==> src/rtl/pipe_credit_adapter_pkg.sv <==
// Shared helpers for the credit adapter around a non-stalling pipeline.
// Holds the credit-counter width function used by the top and the FIFO.
package pipe_credit_adapter_pkg;

    // Bits needed to count 0..depth inclusive.
    function automatic int credit_width(input int depth);
        return $clog2(depth + 1);
    endfunction

endpackage

==> src/rtl/pipe_out_fifo.sv <==
// Ring-buffer result FIFO with explicit pointer wrap and sticky overflow.
// Ports: push/push_data in, pop in, head/empty/full/overflow out.
module pipe_out_fifo
    import pipe_credit_adapter_pkg::*;
#(
    parameter int DATA_WIDTH = 32,
    parameter int FIFO_DEPTH = 5
) (
    input  logic                  clk,
    input  logic                  rst,
    input  logic                  push,
    input  logic [DATA_WIDTH-1:0] push_data,
    input  logic                  pop,
    output logic [DATA_WIDTH-1:0] head,
    output logic                  empty,
    output logic                  full,
    output logic                  overflow
);

    localparam int PW = (FIFO_DEPTH > 1) ? $clog2(FIFO_DEPTH) : 1;
    localparam int CW = credit_width(FIFO_DEPTH);

    logic [DATA_WIDTH-1:0] mem_q [FIFO_DEPTH];
    logic [PW-1:0]         wr_ptr_q, wr_ptr_d;
    logic [PW-1:0]         rd_ptr_q, rd_ptr_d;
    logic [CW-1:0]         count_q, count_d;
    logic                  overflow_q, overflow_d;
    logic                  do_push, do_pop;

    // Depth need not be a power of two, so wrap by compare.
    function automatic logic [PW-1:0] ptr_inc(input logic [PW-1:0] p);
        return (p == PW'(FIFO_DEPTH - 1)) ? '0 : p + PW'(1);
    endfunction

    assign empty   = (count_q == '0);
    assign full    = (count_q == CW'(FIFO_DEPTH));
    assign do_pop  = pop && !empty;
    // A full FIFO still accepts when a pop frees the slot this cycle.
    assign do_push = push && (!full || do_pop);

    always_comb begin
        wr_ptr_d   = wr_ptr_q;
        rd_ptr_d   = rd_ptr_q;
        count_d    = count_q;
        overflow_d = overflow_q;
        if (do_push) begin
            wr_ptr_d = ptr_inc(wr_ptr_q);
        end
        if (do_pop) begin
            rd_ptr_d = ptr_inc(rd_ptr_q);
        end
        unique case ({do_push, do_pop})
            2'b10:   count_d = count_q + CW'(1);
            2'b01:   count_d = count_q - CW'(1);
            default: count_d = count_q;
        endcase
        if (push && !do_push) begin
            overflow_d = 1'b1;
        end
    end

    always_ff @(posedge clk or posedge rst) begin
        if (rst) begin
            wr_ptr_q   <= '0;
            rd_ptr_q   <= '0;
            count_q    <= '0;
            overflow_q <= 1'b0;
        end else begin
            wr_ptr_q   <= wr_ptr_d;
            rd_ptr_q   <= rd_ptr_d;
            count_q    <= count_d;
            overflow_q <= overflow_d;
        end
    end

    // Storage is deliberately left out of reset.
    always_ff @(posedge clk) begin
        if (do_push) begin
            mem_q[wr_ptr_q] <= push_data;
        end
    end

    assign head     = mem_q[rd_ptr_q];
    assign overflow = overflow_q;

endmodule

==> src/rtl/pipe_credit_adapter.sv <==
// Ready/valid wrapper for a fixed-latency non-stalling pipeline.
// Ports: in_* stream, pipe_* issue/result, out_* stream, credits, overflow.
module pipe_credit_adapter
    import pipe_credit_adapter_pkg::*;
#(
    parameter int DATA_WIDTH   = 32,
    parameter int PIPE_LATENCY = 3,
    parameter int FIFO_DEPTH   = 5
) (
    input  logic                                clk,
    input  logic                                rst,
    input  logic                                in_valid,
    output logic                                in_ready,
    input  logic [DATA_WIDTH-1:0]               in_data,
    output logic                                pipe_input_valid,
    output logic [DATA_WIDTH-1:0]               pipe_x,
    input  logic                                pipe_output_valid,
    input  logic [DATA_WIDTH-1:0]               pipe_out,
    output logic                                out_valid,
    input  logic                                out_ready,
    output logic [DATA_WIDTH-1:0]               out_data,
    output logic [credit_width(FIFO_DEPTH)-1:0] credits,
    output logic                                overflow
);

    localparam int CW = credit_width(FIFO_DEPTH);

    if (PIPE_LATENCY < 1 || FIFO_DEPTH < 1) begin : g_bad_params
        $error("pipe_credit_adapter: PIPE_LATENCY and FIFO_DEPTH must be >= 1");
    end

    logic [CW-1:0] credits_q, credits_d;
    logic          issue, pop, push;
    logic          fifo_empty;
    logic          unused_full;

    assign in_ready         = !rst && (credits_q != '0);
    assign issue            = in_valid && in_ready;
    assign pipe_input_valid = issue;
    assign pipe_x           = in_data;
    assign pop              = out_valid && out_ready;
    // Results arriving during reset belong to flushed issues.
    assign push             = pipe_output_valid && !rst;
    assign out_valid        = !fifo_empty;

    always_comb begin
        credits_d = credits_q;
        if (issue && !pop) begin
            credits_d = credits_q - CW'(1);
        end else if (pop && !issue && credits_q != CW'(FIFO_DEPTH)) begin
            // Clamp guards against surplus results from a bad latency.
            credits_d = credits_q + CW'(1);
        end
    end

    always_ff @(posedge clk or posedge rst) begin
        if (rst) begin
            credits_q <= CW'(FIFO_DEPTH);
        end else begin
            credits_q <= credits_d;
        end
    end

    assign credits = credits_q;

    pipe_out_fifo #(
        .DATA_WIDTH(DATA_WIDTH),
        .FIFO_DEPTH(FIFO_DEPTH)
    ) u_fifo (
        .clk      (clk),
        .rst      (rst),
        .push     (push),
        .push_data(pipe_out),
        .pop      (pop),
        .head     (out_data),
        .empty    (fifo_empty),
        .full     (unused_full),
        .overflow (overflow)
    );

endmodule

==> config.mk <==
export PLATFORM = sky130hd
export DESIGN_NAME = pipe_credit_adapter
export DESIGN_NICKNAME = d
export VERILOG_FILES = /design/src/rtl/pipe_credit_adapter_pkg.sv /design/src/rtl/pipe_out_fifo.sv /design/src/rtl/pipe_credit_adapter.sv
export SDC_FILE = /design/constraint.sdc
export NUM_CORES = 1
export LEC_CHECK = 0
export ABC_AREA = 1
export BUFFER_PORTS_ARGS = -buffer_cell sky130_fd_sc_hd__buf_2
export CORE_ASPECT_RATIO = 1.2
export CORE_MARGIN = 8
export CORE_UTILIZATION = 50
export CTS_BUF_LIST = sky130_fd_sc_hd__clkbuf_16
export DETAILED_ROUTE_END_ITERATION = 10
export PLACE_DENSITY_LB_ADDON = 0.05
export SYNTH_ARGS = -nofsm -noshare
export SYNTH_HDL_FRONTEND = slang
export SYNTH_SLANG_ARGS = --single-unit
==> constraint.sdc <==
create_clock -name clk -period 4.1 [get_ports clk]
set_input_delay 0 -clock clk [delete_from_list [all_inputs] [get_ports clk]]
set_output_delay 0 -clock clk [all_outputs]
set_load 0.01 [all_outputs]
==> impl_metrics.py <==
metrics = {
    "status": {
        "status": "complete, no violations",
    },
    "sta": {
        "fin_crit_sh_pct": 59.9,
        "timing.hold.ws_ns": 0.00000390,
        "setup_violations": 0,
        "slew_headroom_pct": 23.9,
        "worstMarginPinSlew_ns": 1.14,
        "fin_ws_ns": 1.64,
        "skew_ns": 0.00508,
        "hold_viol": 0,
        "rsz0062_at_grt": "false",
        "setup_tns_ns": 0,
        "max_freq_mhz": 407,
        "slew_violations": 0,
        "timing.final.crit_period_ns": 2.46,
    },
    "grt": {
        "grt_pass1_wl_microns": 24000,
        "grt_max_degree": 68,
        "grt_pass1_vias": 4652,
        "overflow": 0,
        "track_usage_pct": 16.7,
        "antenna_found_initial": 0,
    },
    "critical_path": {
        "crit_start": "rst",
        "crit_fanout": 16,
        "cp-start-kind": "primary input",
        "worstPathArrival_ns": 2.57,
        "cp_data_required_time_ns": 4.21,
        "end_kind": "register",
        "crit_type": "in -> reg",
        "r2r-start": "u_fifo.count_q[1]",
    },
    "synthesis": {
        "ys_seq_area_share_pct": 71.9,
        "syn_nets": 652,
        "syn_inst": 576,
        "syn_area_per_cell_sq_um": 12.4,
        "ys_warn_count": 0,
        "netlist_area_sq_mm": 0.00714,
        "synth_edf_count": 160,
        "synth.distinct_cells": 28,
        "yosys_most_used_dff": "edfxtp_1",
        "async_flop_share_pct": 7.51,
        "ys_ff_latch": 173,
    },
    "routing": {
        "top_layer_used": "met4",
        "wirelength_microns": 14900,
        "post_drt_wl_per_cell_microns": 17.6,
        "ant_nets": 0,
        "drt-initial-drc-count": 348,
        "wl_met2_microns": 7630,
        "drc": 0,
        "met1_length_microns": 6270,
        "vias": 4454,
        "vias_per_cell": 5.26,
        "first_pass_iters": 4,
        "wl_met3_microns": 693,
    },
    "clock_tree": {
        "htreeDepth": 4,
        "clockBufferDepth": 2,
        "hold_buffers": 37,
        "cts_root_buf": "clkbuf_16",
        "cts_buffers": 17,
        "clk_pin_slew_ns": 0.06,
        "tritoncts": "built",
        "insertion_delay_ns": 0.41,
        "cts_setup_buffers": 0,
        "ctsResizeCount": 0,
        "clock-sinks": 173,
    },
    "min_path": {
        "hp-start": "in_data[30]",
        "holdCritPathClass": "in -> out",
    },
    "cells_and_area": {
        "area_delta_synth_final_pct": 17.8,
        "drive_above_1_share_pct": 19.8,
        "nFillCells": 1148,
        "nNetsFinal": 734,
        "n_antenna_cell": 0,
        "multi_input_area_sq_mm": 0.00156,
        "fin_util_pct": 59.4,
        "stdcell_count": 846,
        "seqCellArea_sq_mm": 0.00513,
    },
    "die": {
        "initial_core_util_pct": 50.4,
        "ios": 140,
        "core_sq_mm": 0.0142,
        "dieArea_sq_mm": 0.0184,
        "die_y_microns": 147,
        "die_w_microns": 125,
        "row_count": 48,
    },
    "power_and_ir_drop": {
        "switchingPower_mw": 1.97,
        "ir_worst_vdd_mv": 0.490,
        "p_per_area_mw_per_mm2": 672,
        "pwr-share-clk_pct": 27.2,
        "p_leak_nw": 3.08,
        "combPwrFrac_pct": 32.9,
        "power.internal_mw": 3.68,
        "p_seq_share_pct": 39.9,
        "swShare_pct": 34.9,
    },
    "place": {
        "dp_hpwl_microns": 8520,
        "gp_congestion": 0.781,
        "dp.cells": 777,
        "pre_cts_ws_ns": 1.66,
        "numPortBuffers": 75,
    },
    "run": {
        "drv_cap": 0,
    },
}
## critical path, stage by stage
cell	delay, ns
dlygate4sd3_1	0.54
buf_2	0.15
inv_1	0.05
buf_4	0.22
nand3_1	0.44
nor3_2	0.81
buf_4	0.35
## cell type report
cell class,instances,share of cell area (%)
Inverter,18,0.803
Multi-Input combinational cell,324,18.6
Tap cell,175,2.60
Clock inverter,15,1.74
Timing Repair Buffer,124,10.2
Sequential cell,173,61.0
Clock buffer,17,5.06
## power groups by stage
stage	Combinational, mW	Clock (mW)	Sequential, mW
detailed placement	1.86	0	2.29
finish	1.86	1.54	2.25
global route	2.11	1.64	2.27
floorplan	1.29	0	2.28
CTS	1.91	1.57	2.25
global placement	1.82	0	2.28
## stage by stage
| step | total power [mW] | instance area (sq um) |
|---|---|---|
| after floorplan | 3.58 | 7150 |
| after global placement | 4.10 | 7470 |
| after detailed placement | 4.15 | 7470 |
| after CTS | 5.73 | 8410 |
| after global routing | 6.02 | 8410 |
| final | 5.65 | 8410 |
## registers in the layout, summed over array words and instances (netlist names)
register and count:
u_fifo.count_q 3, u_fifo.overflow 1, credits 3, u_fifo.mem_q 160, u_fifo.rd_ptr_q 3, u_fifo.wr_ptr_q 3
## placed cells by master, fill, tap and decap left out, types with 2 or more instances in the layout
cell / netlist / layout
nor2_1: 169 / 169
edfxtp_1: 160 / 160
buf_2: 10 / 75
o21ai_1: 37 / 37
dlygate4sd3_1: 0 / 37
o21ai_0: 35 / 35
a31oi_1: 32 / 32
nand2_1: 21 / 21
clkbuf_16: 0 / 17
inv_1: 16 / 16
dfrtp_1: 11 / 10
buf_4: 32 / 10
nand3_1: 6 / 6
ha_1: 5 / 5
nor3_2: 0 / 4
clkinv_2: 0 / 4
nand2_2: 3 / 3
inv_2: 2 / 3
a21oi_1: 3 / 3
inv_6: 0 / 3
xor2_1: 2 / 2
fa_1: 2 / 2
clkinv_4: 0 / 2
bufinv_16: 0 / 2
clkinvlp_4: 0 / 2
dfstp_2: 2 / 2
buf_12: 0 / 2
## Yosys cell counts, drive strengths merged, types with 5 or more instances
library cell,count,area share (%)
clkbuf,9,0.51
buf,52,5.3
edfxtp,160,67
ha,5,0.88
a31oi,32,2.8
inv,18,0.95
dfrtp,11,3.9
nor2,169,8.9
o21ai,72,5.0
nand2,24,1.4
nand3,7,0.56
## cell families (layout without fill, tap and decap cells)
group                    count (synthesis)  count (layout)  share of synthesized area, %
AND/OR/NAND/NOR                        205             205                          11.2
flip-flops                             173             173                          71.9
AO/OA/AOI/OAI                          109             109                          8.39
buffers and inverters                   79             174                          6.78
adder cells (fa/ha/maj)                  7               7                          1.44
XOR/XNOR                                 3               3                         0.368
## layer usage
metal / GRT usage [%] / up-vias
li1: - / 2153
met1: 20.2 / 2152
met2: 28.2 / 114
met3: 3.44 / 35
met4: 7.87 / 0
met5: 0 / -
## final timing paths
| path | end | slack [ns] | cells after the start |
|---|---|---|---|
| setup / recovery | u_fifo.mem_q[0][24] | 1.64 | 7 |
| hold / removal | pipe_x[30] | 0.000004 | 0 |
| setup reg to reg | u_fifo.mem_q[0][24] | 1.69 | 5 |
| hold reg to reg | u_fifo.count_q[0] | 0.54 | 1 |
| max in group asynchronous | credits[2] | 3.68 | 4 |
| min in group asynchronous | u_fifo.count_q[0] | 0.17 | 4 |
Note: power is estimated with default switching activity, not from simulation.
